--- src/rtl/sobel_frame_scheduler.sv ---
// sobel_frame_scheduler: walks a frame through the free-running Sobel datapath and writes border and gradient rows
module sobel_frame_scheduler #(
  parameter int ROW_W = 10,
  parameter int RD_LAT = 1,
  parameter int PIPE_LAT = 5
) (
  input  logic             clk,
  input  logic             rst,
  input  logic             start,
  input  logic [ROW_W-1:0] height,
  output logic             rd_en,
  output logic [ROW_W-1:0] rd_addr,
  output logic             out_we,
  output logic [ROW_W-1:0] out_addr,
  output logic             out_zero,
  output logic             busy,
  output logic             done,
  output logic             err
);
  localparam int L = RD_LAT + PIPE_LAT;
  typedef enum logic [2:0] {IDLE, TOP, FEED, DRAIN, BOT, DONE} state_t;
  state_t state;
  logic [ROW_W-1:0] h;
  logic [L-2:0] tag_v;
  logic [ROW_W-1:0] tag_i [L-1];
  // tag stages plus the out_we register form the L-cycle latency from rd_en to write
  always_ff @(posedge clk or posedge rst)
    if (rst) begin
      state <= IDLE;
      h <= '0;
      tag_v <= '0;
      for (int i = 0; i < L-1; i++) tag_i[i] <= '0;
      rd_en <= 1'b0;
      rd_addr <= '0;
      out_we <= 1'b0;
      out_addr <= '0;
      out_zero <= 1'b0;
      busy <= 1'b0;
      done <= 1'b0;
      err <= 1'b0;
    end else begin
      for (int i = 1; i < L-1; i++) begin
        tag_v[i] <= tag_v[i-1];
        tag_i[i] <= tag_i[i-1];
      end
      tag_v[0] <= rd_en && rd_addr >= ROW_W'(2);
      tag_i[0] <= rd_addr - ROW_W'(1);
      out_we <= tag_v[L-2];
      out_addr <= tag_i[L-2];
      out_zero <= 1'b0;
      done <= 1'b0;
      err <= 1'b0;
      case (state)
        IDLE:
          if (start && height >= ROW_W'(3)) begin
            h <= height;
            state <= TOP;
            out_we <= 1'b1;
            out_zero <= 1'b1;
            out_addr <= '0;
            busy <= 1'b1;
          end else if (start) err <= 1'b1;
        TOP: begin
          state <= FEED;
          rd_en <= 1'b1;
          rd_addr <= '0;
        end
        FEED:
          if (rd_addr == h - ROW_W'(1)) begin
            rd_en <= 1'b0;
            state <= DRAIN;
          end else rd_addr <= rd_addr + ROW_W'(1);
        DRAIN:
          if (tag_v == '0) begin
            state <= BOT;
            out_we <= 1'b1;
            out_zero <= 1'b1;
            out_addr <= h - ROW_W'(1);
          end
        BOT: begin
          state <= DONE;
          busy <= 1'b0;
          done <= 1'b1;
        end
        DONE: state <= IDLE;
        default: state <= IDLE;
      endcase
    end
endmodule

--- config.mk ---
export PLATFORM = sky130hd
export DESIGN_NAME = sobel_frame_scheduler
export DESIGN_NICKNAME = d
export VERILOG_FILES = /design/src/rtl/sobel_frame_scheduler.sv
export SDC_FILE = /design/constraint.sdc
export NUM_CORES = 1
export LEC_CHECK = 0
export ABC_AREA = 0
export BUFFER_PORTS_ARGS = -buffer_cell sky130_fd_sc_hd__buf_2
export CAP_MARGIN = 20
export CORE_AREA = 2 2 91 93
export CTS_BUF_LIST = sky130_fd_sc_hd__clkbuf_4
export CTS_CLUSTER_DIAMETER = 80
export DETAILED_ROUTE_END_ITERATION = 12
export DIE_AREA = 0 0 93 95
export HOLD_SLACK_MARGIN = 0.03
export PLACE_DENSITY = 0.68
export RECOVER_POWER = 50
export SLEW_MARGIN = 20
export SYNTH_ARGS = -nofsm -noshare
export SYNTH_HDL_FRONTEND = slang
export SYNTH_SLANG_ARGS = --single-unit
--- constraint.sdc ---
create_clock -name clk -period 5.11 [get_ports clk]
set_input_delay 0.7665 -clock clk [delete_from_list [all_inputs] [get_ports clk]]
set_output_delay 0.7665 -clock clk [all_outputs]
set_load 0.03 [all_outputs]
# Yosys cells after proc, flatten, opt, wreduce, memory -nomap -nowiden
# Index checks and enable logic that the tools add are counted.
[totals] input_bits=13 ff_bits=94 memories=0 ramBits=0 output_inout_bits=26 romBits=0 latch_bits=0
[classes] magnitude_cmp=2 n_bitwise=0 n_mux=23 shifts=0 eq_ne=9 mul=0 div=0 n_reduce_logical=11 add_sub_neg=3
[op_table] op="$pmux 10 s2" n=2
[op_table] op="$mux 10" n=3
[op_table] op="$ge 10x2->1 const B" n=2
[op_table] op="$sub 10x1->10 const B" n=2
[op_table] op="$pmux 3 s5" n=1
[op_table] op="$add 10x1->10 const B" n=1
[op_table] op="$eq 10x10->1" n=1
[op_table] op="$mux 1" n=10
[op_table] op="$mux 3" n=3
[op_table] op="$ne 2x2->1 const B" n=4
[op_table] op="$pmux 1 s2" n=4
[op_table] op="$reduce_and 2->1" n=4
[op_table] op="$eq 3x2->1 const B" n=2
[op_table] op="$logic_not 5->1" n=1
[op_table] op="$reduce_bool 2->1" n=2
[op_table] op="$eq 3x1->1 const B" n=1
[op_table] op="$eq 3x3->1 const B" n=1
[op_table] op="$logic_not 3->1" n=1
[op_table] op="$reduce_and 3->1" n=1
[op_table] op="$logic_and 1x1->1" n=2

# Depth between registers and ports, before layout
# Gate-level depths: netlist of run 1.
[depth] depth_word=4 mapped_depth=10 mapped_depth_nobuf=9

# Worst setup path before layout of run 1
# No wires, ideal clock.
[synth_path] kind="register -> register" startpoint="reg h[0]" endpoint="reg rd_addr[8]" required_ps=4991 slack_ps=2672 stages_incl_launch_ff=11 n_path_buf=1 period_less_slack_ps=2438 t_arrival_ps=2319 setup_time_ps=119 cell_sequence="dfrtp_1 inv_1 ha_1 nor4b_4 a21oi_1 a311o_1 or4_4 o21ai_2 buf_6 nor4_2 o21a_1"
[synth_via] elab_chain_len=4
[synth_rtl] element="start: declaration" line_no="23" rtl="logic [ROW_W-1:0] h;"
[synth_rtl] element="start signal: assignment" line_no="56" rtl="h <= height;"
[synth_rtl] element="$sub 10x1->10" line_no="69" rtl="if (rd_addr == h - ROW_W'(1)) begin"
[synth_rtl] element="$eq 10x10->1" line_no="69"
[synth_rtl] element="$ne 2x2->1 (no line)"
[synth_rtl] element="$reduce_and 2->1 (no line)"
[synth_rtl] element="end signal: assignment" line_no="72" rtl="end else rd_addr <= rd_addr + ROW_W'(1);"
[synth_rtl] element="end: declaration" line_no="12" rtl="output logic [ROW_W-1:0] rd_addr,"
# Every way passes these cells.
# A chain may end at the register's enable or synchronous reset.

# Worst setup path in the final report of run 1
# Ends and elaborated chain as after synthesis.

==> results of run 1 <==
[area by class of cell]
| cell class | count | area share |
|---|---|---|
| Sequential cell | 94 | 0.5721 |
| Multi-Input combinational cell | 182 | 0.3052 |
| Timing Repair Buffer | 39 | 0.04808 |
| Tap cell | 105 | 0.03195 |
| Clock buffer | 9 | 0.01643 |
| Clock inverter | 7 | 0.01491 |
| Inverter | 12 | 0.01126 |
[power by group]
group	internal (mW)	switching, mW
Combinational	0.330	0.538
Clock	0.112	0.267
Sequential	1.04	0.235
Total	1.48	1.04
[worst paths after layout]
path	from	end	slack [ns]
max in group asynchronous	rst	tag_i[4]	2.98
setup / recovery	h[0]	rd_addr[8]	2.26
hold / removal	tag_i[20]	tag_i[10]	0.36
min in group asynchronous	rst	out_addr[0]	0.79
hold reg to reg	tag_i[20]	tag_i[10]	0.36
setup reg to reg	h[0]	rd_addr[8]	2.26
[layout by cell type (no fill, tap or decap), drive strengths merged, types with 3 or more instances in the layout]
cell / instances
nand2: 29
ha: 4
or4: 4
a22o: 3
nor3: 8
nor2b: 5
buf: 39
clkbuf: 9
inv: 16
o21ai: 20
or2b: 3
o2111ai: 4
o211ai: 4
mux2i: 3
nand4: 3
dfrtp: 94
nor2: 13
nor4: 4
xor2: 13
xnor2: 9
nand3: 14
mux2: 4
a21oi: 7
o31ai: 4
[logic make-up (layout without fill, tap and decap cells)]
| kind of cell | count (synthesis) | count (layout) | synth area share |
|---|---|---|---|
| buf+inv | 31 | 67 | 0.06030 |
| xor+xnor | 23 | 23 | 0.05606 |
| compound gates | 51 | 51 | 0.09258 |
| simple gates | 97 | 97 | 0.1457 |
| fa+ha+maj | 4 | 4 | 0.01304 |
| mux | 7 | 7 | 0.01956 |
| flops | 94 | 94 | 0.6128 |
[through the flow]
stage	instance area [µm²]	utilization	worst slack (ns)	hold WS (ns)	total power, mW
CTS	4111	0.5186	2.289	0.3622	2.546
floorplan	3839	-	1.895	0.3312	1.976
global placement	3983	0.5024	2.409	0.3321	2.136
detailed placement	3983	0.5024	2.317	0.3347	2.166
finish	4111	0.5186	2.256	0.3591	2.519
global route	4111	0.5186	2.099	0.3713	2.710
[cells in the mapped netlist, types with 3 or more instances]
cell,count
sky130_fd_sc_hd__dfrtp_1,94
sky130_fd_sc_hd__nand2_1,29
sky130_fd_sc_hd__o21ai_0,18
sky130_fd_sc_hd__nand3_1,14
sky130_fd_sc_hd__nor2_1,13
sky130_fd_sc_hd__xor2_1,13
sky130_fd_sc_hd__inv_1,12
sky130_fd_sc_hd__xnor2_1,9
sky130_fd_sc_hd__clkbuf_8,8
sky130_fd_sc_hd__clkbuf_1,7
sky130_fd_sc_hd__a21oi_1,6
sky130_fd_sc_hd__nor2b_1,5
sky130_fd_sc_hd__nor3_1,5
sky130_fd_sc_hd__ha_1,4
sky130_fd_sc_hd__mux2_2,4
sky130_fd_sc_hd__o211ai_1,4
sky130_fd_sc_hd__o31ai_1,4
sky130_fd_sc_hd__mux2i_1,3
sky130_fd_sc_hd__nand4_1,3
sky130_fd_sc_hd__nor4_1,3
sky130_fd_sc_hd__or4_1,3
[routing by layer]
layer	vias to the layer above	part of all wire	GRT usage
met2	57	0.48	0.2778
met3	7	0.045	0.05427
li1	1116	-	-
met5	-	0	0
met1	1194	0.45	0.2298
met4	0	0.016	0.07108
[sequential cells by signal, summed over array words and instances, names as in the netlist, 3 cells and up]
name and flops:
state 3, tag_v 5, rd_addr 10, out_addr 10, h 10, tag_i 50
==> out/results.md, run 1 <==
Critical path
* CP Data Required Time: 5.50 ns
* cell type of the slowest stage on the worst timing path: sky130_fd_sc_hd__dfrtp_1
* kind of start point of the critical path: flip-flop
* WP depth: 9
* type of the worst setup path: flip-flop to flip-flop
* number of cell instances on the worst register-to-register path: 9
* Buf+Inv Stages, Crit Path: 1
* critical path cell sequence: inv_1 > ha_1 > nor4b_4 > a21oi_1 > a311o_1 > or4_4 > o21ai_2 > o31a_2 > o21a_1
* CP top delay family: compound AO/OA/AOI/OAI gates
* crit end category: flip-flop
* worst path arrival time: 3.25 ns
* delay of the slowest cell on the worst path: 0.47 ns
* highest fanout seen on the critical path: 12

Clock network
* number of buffers created by CTS: 9
* setup fix buffers added after clock tree synthesis: 0
* # hold bufs at CTS: 0
* clock slew at the register clock pins of the worst setup and hold paths: 0.16 ns
* Clock Latency Late Sink: 0.44 ns
* number of H-tree branching levels: 3
* TritonCTS clock tree: yes
* Gates resized, CTS repair: 0
* # clock sinks: 94
* buffers from clock root to sink, at most: 2
* root buf cell: sky130_fd_sc_hd__clkbuf_4

Global routing
* vias in the first global route: 2344
* number of antenna violations at the first check in global routing: 0
* wire length of the first global-routing pass: 11.62 mm
* maximum number of pins on one net before global-route repair: 50
* global route overflow: 0
* global-route usage over all layers: 0.1765

Detailed routing
* DRT Wirelength: 6.969 mm
* number of DRC markers after the initial detailed-route iteration: 105
* remaining design rule violation count: 0
* drt wl/cell: 15.56 µm
* Antenna Violating Nets Remaining: 0
* via/cell ratio: 5.299
* vias post-DR: 2374
* detailed-router iteration count before antenna repair: 4

Placement
* GP Congestion: 0.8615
* sum of net half-perimeters after detailed placement: 4.841 mm
* number of placed cells counting well taps: 432
* count of buffers from port buffering: 38

Worst hold path
* Min-Delay Path Class: flip-flop to flip-flop
* instance count along the most critical hold path: 0

Timing
* total count of max-transition violations in the final report: 47
* setup total negative slack: 0 ns
* remaining max-slew budget at the tightest pin: -0.3094
* final period demand of the worst path: 2.854 ns
* highest attainable clock frequency: 350.4 MHz
* Least-Margin Pin Slew: 1.953 ns
* share of the clock period used by the worst path: 0.5584
* final setup violation count: 0
* unrepaired setup endpoints after global routing: no
* clock skew: 0.01384 ns
* final hold viol count: 0

Floorplan
* overall die height: 95 µm
* area of the core: 7928 µm²
* number of primary I/O pins: 39
* number of placement rows: 33
* Die Outline Area: 8835 µm²
* Chip Width: 93 µm
* starting density of the core: 0.4842

Final layout
* area of the multi-input gates: 1255 µm²
* Layout area overhead: 7.106%
* sequential cell area: 2352 µm²
* Fill cells: 707
* ant diodes: 0
* share of cells above drive strength 1: 0.2274
* post-route insts no fill: 448
* number of nets in the layout: 355

Synthesis
* Mapped Area: 3839 µm²
* Synth top area share: 0.6128
* sequential-to-total area share from yosys stat: 0.6128
* number of register bits inferred by synthesis: 94
* synthesis warning total: 0
* most area-hungry cell type in the Yosys netlist: sky130_fd_sc_hd__dfrtp_1
* dominant register cell in the synthesized netlist: sky130_fd_sc_hd__dfrtp_1
* Yosys cell types: 58
* fraction of registers with async set or reset after synthesis: 1.000
* Mean Syn Cell Area: 12.50 µm²
* number of enable flip-flop cells after synthesis: 0
* Synth area leaders: sky130_fd_sc_hd__dfrtp_1 61%, sky130_fd_sc_hd__xor2_1 3.0%, sky130_fd_sc_hd__clkbuf_8 2.9%
* instance count of the mapped netlist: 307
* Mapped Nets: 324

Job
* max cap viols: 1

Pwr
* maximum vdd ir drop: 0.0001956 V
* Leak: 1.960 nW
* PwrDens: 612.6 nW/µm²

Outcome
* violated checks: capacitance limit, slew limit
* result of the run: finished with violations

Power figures use the tool's default switching activity.
==> inputs of run 2 (changes only) <==
clock period = 2.95 ns   (was 5.11 ns; I/O delays follow)
==> run 2 against run 1 <==
  * Largest power group unchanged
  * Highest routed layer unchanged
  * Fmax grew 5.5%
  * Final area grew 1.9%
  * The flow still finishes with violations (capacitance limit, slew limit)
  * Flip-flop and latch count is the same
  * Combinational power grew 84%
  * Setup slack lost 2.0 ns
  * Via count grew 0.34%
  * First-iteration DRC count shrank 6.7%
  * Worst hold slack lost 0.12 ns
  * Sequential share of layout area shrank 1.1 points
  * Clock skew grew 0.0020 ns
  * Routed wire length grew 1.8%
  * Utilization grew 0.98 points
==> out/results.md, run 2 (synthesis results as in run 1) <==
Placement
* instance area after placement: 4040 µm², +1.4%
* count of buffers from port buffering: 38, unchanged
* sum of net half-perimeters after detailed placement: 5.019 mm, +3.7%
* GP Congestion: 0.8702, +1.0%
* Place WS: 0.1521 ns, -2.165 ns

Final layout
* register name with the most flops: tag_i
* Layout area overhead: 9.127%
* Post-Layout Inst Area: 4189 µm², +1.9%
* number of flip-flops under the largest register name: 50, unchanged
* most used cells in the layout excluding fill and tap cells: 94 x sky130_fd_sc_hd__dfrtp_1, 38 x sky130_fd_sc_hd__buf_2, 29 x sky130_fd_sc_hd__nand2_1
* share of cells above drive strength 1: 0.2500, +0.02259
* number of nets in the layout: 364, +2.5%
* ant diodes: 0, unchanged
* most common cell after layout, fill and taps aside: sky130_fd_sc_hd__dfrtp_1

Critical path
* crit end category: flip-flop
* reg-to-reg slack, setup: 0.24 ns, -2.01 ns
* CP Data Required Time: 3.33 ns, -2.17 ns
* reg-to-reg startpoint: h[0]
* type of the worst setup path: flip-flop to flip-flop
* worst setup path endpoint: rd_addr[7]
* worst path arrival time: 3.08 ns, -0.17 ns
* number of cell instances on the worst register-to-register path: 10, +1
* highest fanout seen on the critical path: 12, unchanged
* kind of start point of the critical path: flip-flop
* endpoint of the worst-slack reg-to-reg timing path: rd_addr[7]
* Critical Path Start: h[0]

Detailed routing
* uppermost layer routed: met4
* via/cell ratio: 5.212, -1.6%
* WL met1: 3.166 mm, about the same
* remaining design rule violation count: 0, unchanged
* vias post-DR: 2382, +0.34%
* detailed-router iteration count before antenna repair: 4, unchanged
* drt wl/cell: 15.52 µm, -0.21%
* number of DRC markers after the initial detailed-route iteration: 98, -6.7%
* Antenna Violating Nets Remaining: 0, unchanged
* DRT Wirelength: 7.094 mm, +1.8%
* sum of met2 wire segment lengths after detailed routing: 3.474 mm, +2.9%
* routed wire length on met3: 303 µm, -2.6%

Global routing
* global-route usage over all layers: 0.1799, +0.003488
* wire length of the first global-routing pass: 11.88 mm, +2.3%
* number of antenna violations at the first check in global routing: 0, unchanged
* global route overflow: 0, unchanged
* vias in the first global route: 2362, +0.77%
* maximum number of pins on one net before global-route repair: 44, -12%

Clock network
* buffers from clock root to sink, at most: 2, unchanged
* TritonCTS clock tree: yes
* root buf cell: sky130_fd_sc_hd__clkbuf_4
* number of H-tree branching levels: 3, unchanged
* clock slew at the register clock pins of the worst setup and hold paths: 0.15 ns, about the same
* # hold bufs at CTS: 0, unchanged
* Clock Latency Late Sink: 0.43 ns, about the same
* number of buffers created by CTS: 9, unchanged
* # clock sinks: 94, unchanged

Timing
* setup total negative slack: 0 ns, unchanged
* final period demand of the worst path: 2.706 ns, -0.1480 ns
* highest attainable clock frequency: 369.6 MHz, +5.5%
* final setup violation count: 0, unchanged
* remaining max-slew budget at the tightest pin: -0.1793, +0.1301
* clock skew: 0.01580 ns, +0.001955 ns
* final hold viol count: 0, unchanged
* Least-Margin Pin Slew: 1.759 ns, -0.1941 ns
* total count of max-transition violations in the final report: 44, -6.4%
* unrepaired setup endpoints after global routing: no
* share of the clock period used by the worst path: 0.9172, +0.3587
* final worst slack: 0.2444 ns, -2.012 ns

Pwr
* proportion of total power due to net switching: 0.4109, -0.001908
* maximum vdd ir drop: 0.0003138 V, +60%
* PwrDens: 1057 nW/µm², +73%
* Leak: 2.003 nW, +2.2%
* combinational cell fraction of total power: 0.361, +0.016
* part of the total power dissipated in sequential elements: 0.491, -0.014
* switching power summed over all nets: 1.819 mW, +75%
* fraction of power consumed by the clock network: 0.148, -0.003
* design internal power: 2.608 mW, +76%

Floorplan
* Chip Width: 93 µm, unchanged
* number of placement rows: 33, unchanged
* area of the core: 7928 µm², unchanged
* starting density of the core: 0.4842, unchanged
* number of primary I/O pins: 39, unchanged
* overall die height: 95 µm, unchanged
* Die Outline Area: 8835 µm², unchanged

Outcome
* result of the run: finished with violations
* violated checks: capacitance limit, slew limit

Worst hold path
* Min-Delay Path Class: primary input to flip-flop

Job
* max cap viols: 1, unchanged

-- run 2: how the worst min path moves through the flow --
stage / from / endpoint / slack, ns / cells past startpoint
2_1_floorplan: tag_i[10] / tag_i[0] / 0.33 / 0
3_3_place_gp: tag_i[16] / tag_i[6] / 0.33 / 0
3_5_place_dp: tag_i[12] / tag_i[2] / 0.33 / 0
4_1_cts: rst / state[0] / 0.08 / 2
5_1_grt: height[2] / h[2] / 0.21 / 2
6_report: height[6] / h[6] / 0.24 / 3
-- run 2: through the flow --
| step | hold slack (ns) | std cells | util | power [mW] |
|---|---|---|---|---|
| 2_1_floorplan | 0.3312 | 307 | - | 3.422 |
| 3_3_place_gp | 0.3317 | 438 | 0.5096 | 3.728 |
| 3_5_place_dp | 0.3347 | 438 | 0.5096 | 3.780 |
| 4_1_cts | 0.07834 | 454 | 0.5265 | 4.437 |
| 5_1_grt | 0.2125 | 457 | 0.5284 | 4.765 |
| 6_report | 0.2441 | 457 | 0.5284 | 4.427 |
-- run 2: power by group through the flow --
stage / sequential [mW] / clock (mW) / combinational [mW]
after floorplan: 2.24 / 0 / 1.18
after global placement: 2.18 / 0 / 1.55
after detailed placement: 2.21 / 0 / 1.57
after CTS: 2.18 / 0.674 / 1.58
after global routing: 2.25 / 0.731 / 1.79
final: 2.18 / 0.654 / 1.60
-- run 2: critical path, stage by stage, from the launching register on --
cell and delay, ns:
sky130_fd_sc_hd__dfrtp_1 0.46, sky130_fd_sc_hd__inv_1 0.10, sky130_fd_sc_hd__ha_1 0.20, sky130_fd_sc_hd__nor4b_4 0.34
sky130_fd_sc_hd__and2_2 0.25, sky130_fd_sc_hd__xor2_1 0.08, sky130_fd_sc_hd__o2111ai_2 0.30, sky130_fd_sc_hd__buf_4 0.19
sky130_fd_sc_hd__o21ai_4 0.11, sky130_fd_sc_hd__or3_2 0.49, sky130_fd_sc_hd__a21oi_2 0.13
-- run 2: cell type report --
cell class                      instances  area, µm²
Clock inverter                          7      66.31
Fill cell                             695       3739
Multi-Input combinational cell        182       1262
Clock buffer                            9      67.56
Inverter                               12      46.29
Sequential cell                        94       2352
Timing Repair Buffer                   48      262.8
Tap cell                              105      131.4
-- run 2: per-layer routing --
metal,up-vias,GRT usage
met2,66,0.2917
met3,9,0.05028
met5,-,0
met4,0,0.07108
met1,1167,0.2310
li1,1140,-
-- run 2: timing repair --
action,CTS,global route
hold endpoints to repair,0,0
setup buffers,0,3
gates resized for setup,0,1
endpoints found under the setup margin,0,6
==> inputs of run 3 (changes only) <==
BUFFER_PORTS_ARGS = not set   (was -buffer_cell sky130_fd_sc_hd__buf_2)
DONT_BUFFER_PORTS = 1   (was not set)
PLACE_DENSITY = 0.75   (was 0.68)
==> run 3 against run 2 <==
  * Routed wire length shrank 4.5%
  * Via count fell by 5.8%
  * First-iteration DRC count increased by 13%
  * Highest routed layer unchanged
  * Non-clock buffer count decreased by 36
  * Global-route usage fell by 0.93 points
  * The run still ends with capacitance limit, slew limit left
  * Sequential power increased by 6%
  * Critical path type unchanged
  * Count of clock-buffer cells in the layout did not move
==> out/results.md, run 3 (synthesis results as in run 1) <==
Floorplan
* starting density of the core: 0.4842, unchanged
* overall die height: 95 µm, unchanged
* number of placement rows: 33, unchanged
* Chip Width: 93 µm, unchanged
* Die Outline Area: 8835 µm², unchanged
* area of the core: 7928 µm², unchanged
* number of primary I/O pins: 39, unchanged

Clock network
* Clock Latency Late Sink: 0.44 ns, about the same
* # clock sinks: 94, unchanged
* number of H-tree branching levels: 3, unchanged
* number of buffers created by CTS: 9, unchanged
* clock slew at the register clock pins of the worst setup and hold paths: 0.15 ns, about the same
* root buf cell: sky130_fd_sc_hd__clkbuf_4
* buffers from clock root to sink, at most: 2, unchanged
* TritonCTS clock tree: yes

Critical path
* CP Data Required Time: 3.34 ns, about the same
* worst path arrival time: 3.10 ns, +0.02 ns
* cell type of the slowest stage on the worst timing path: sky130_fd_sc_hd__or4_4
* delay of the slowest cell on the worst path: 0.47 ns, -0.02 ns
* highest fanout seen on the critical path: 12, unchanged
* critical path cell sequence: inv_1 > ha_1 > nor4b_4 > a21oi_1 > a311o_1 > or4_4 > o21ai_4 > o31a_2 > o21a_1
* crit end category: flip-flop
* number of cell instances on the worst register-to-register path: 9, -1
* kind of start point of the critical path: flip-flop
* type of the worst setup path: flip-flop to flip-flop

Final layout
* most common cell after layout, fill and taps aside: sky130_fd_sc_hd__dfrtp_1
* most used cells in the layout excluding fill and tap cells: 94 x sky130_fd_sc_hd__dfrtp_1, 29 x sky130_fd_sc_hd__nand2_1, 18 x sky130_fd_sc_hd__o21ai_0
* share of cells above drive strength 1: 0.1519, -0.09810
* ant diodes: 0, unchanged
* Layout area overhead: 4.824%
* Fill cells: 691, -0.58%
* number of nets in the layout: 328, -9.9%
* number of flip-flops under the largest register name: 50, unchanged
* register name with the most flops: tag_i

Placement
* Place WS: 0.1367 ns, -0.01538 ns
* sum of net half-perimeters after detailed placement: 4.874 mm, -2.9%
* count of buffers from port buffering: 0, -100%
* GP Congestion: 0.8610, -1.1%

Timing
* remaining max-slew budget at the tightest pin: -0.2080, -0.02873
* final worst slack: 0.2446 ns, +0.0002440 ns
* final hold viol count: 0, unchanged
* total count of max-transition violations in the final report: 49, +11%
* highest attainable clock frequency: 369.6 MHz, about the same
* unrepaired setup endpoints after global routing: no
* clock skew: 0.01754 ns, +0.001740 ns
* Least-Margin Pin Slew: 1.810 ns, +0.05077 ns
* setup total negative slack: 0 ns, unchanged
* share of the clock period used by the worst path: 0.9171, about the same
* final period demand of the worst path: 2.705 ns, -0.0002440 ns
* final setup violation count: 0, unchanged

Global routing
* wire length of the first global-routing pass: 11.33 mm, -4.6%
* global route overflow: 0, unchanged
* maximum number of pins on one net before global-route repair: 50, +14%
* global-route usage over all layers: 0.1707, -0.009254
* number of antenna violations at the first check in global routing: 0, unchanged
* vias in the first global route: 2297, -2.8%

Detailed routing
* remaining design rule violation count: 0, unchanged
* Antenna Violating Nets Remaining: 0, unchanged
* sum of met2 wire segment lengths after detailed routing: 3.229 mm, -7.1%
* vias post-DR: 2243, -5.8%
* routed wire length on met3: 428 µm, +41%
* uppermost layer routed: met4
* detailed-router iteration count before antenna repair: 4, unchanged
* WL met1: 2.944 mm, -7.0%
* via/cell ratio: 5.328, +2.2%
* number of DRC markers after the initial detailed-route iteration: 111, +13%
* drt wl/cell: 16.09 µm, +3.6%
* DRT Wirelength: 6.773 mm, -4.5%

Pwr
* switching power summed over all nets: 1.790 mW, -1.6%
* maximum vdd ir drop: 0.0003191 V, +1.7%
* part of the total power dissipated in sequential elements: 0.530, +0.039
* PwrDens: 1077 nW/µm², +1.9%
* proportion of total power due to net switching: 0.4133, +0.002387
* design internal power: 2.542 mW, -2.5%
* combinational cell fraction of total power: 0.319, -0.042
* Leak: 1.851 nW, -7.6%
* fraction of power consumed by the clock network: 0.150, +0.002

Job
* max cap viols: 1, unchanged

Worst hold path
* instance count along the most critical hold path: 2, -1
* Min-Delay Path Class: primary input to flip-flop

Outcome
* result of the run: finished with violations
* violated checks: capacitance limit, slew limit

-- run 3: area by class of cell --
class,count,area (µm²),share of cell area
clock inverter,7,63.81,0.01586
tap,105,131.4,0.03265
multi-input combinational,182,1262,0.3137
timing repair buffer,12,101.3,0.02519
sequential,94,2352,0.5846
clock buffer,9,67.56,0.01679
inverter,12,45.04,0.01119
-- run 3: worst paths after layout --
check                          start     endpoint  slack [ns]
max                             h[0]   rd_addr[8]        0.24
min                        height[5]         h[5]        0.12
max reg2reg                     h[0]   rd_addr[8]        0.24
min reg2reg                tag_i[33]    tag_i[23]        0.36
max in group asynchronous        rst  out_addr[3]        0.90
min in group asynchronous        rst     out_zero        1.00
-- run 3: timing repair --
action                                 CTS  global route
buffers inserted                         0             1
resized for setup                        0             1
setup endpoints to repair                0             5
hold buffers                             1             0
endpoints found under the hold margin   48             0
-- run 3: critical path, delay by kind of cell, from the launching register on --
kind                     cells  cell delay (ns)
flip-flops                   1             0.46
AO/OA/AOI/OAI                5             1.07
AND/OR/NAND/NOR              2             0.81
buffers and inverters        1             0.10
adder cells (fa/ha/maj)      1             0.22
-- run 3: power by group through the flow --
stage / Combinational (mW) / Sequential (mW) / Clock (mW)
3_5_place_dp: 1.37 / 2.33 / 0
4_1_cts: 1.38 / 2.30 / 0.675
2_1_floorplan: 1.18 / 2.24 / 0
5_1_grt: 1.55 / 2.36 / 0.727
3_3_place_gp: 1.33 / 2.30 / 0
6_report: 1.38 / 2.30 / 0.651
-- run 3: metal layers --
layer	track usage	vias up
li1	-	1061
met1	0.2204	1107
met2	0.2609	64
met3	0.04789	11
met4	0.09559	0
met5	0	-
-- run 3: per-stage QoR --
stage | cell area (µm²) | utilization | total power, mW | instances | hold WS, ns
after floorplan | 3839 | - | 3.422 | 307 | 0.3312
after global placement | 3872 | 0.4885 | 3.638 | 403 | 0.3311
after detailed placement | 3872 | 0.4885 | 3.704 | 403 | 0.3347
after CTS | 4014 | 0.5063 | 4.355 | 420 | 0.1042
after global routing | 4024 | 0.5076 | 4.640 | 421 | 0.1100
final | 4024 | 0.5076 | 4.332 | 421 | 0.1224
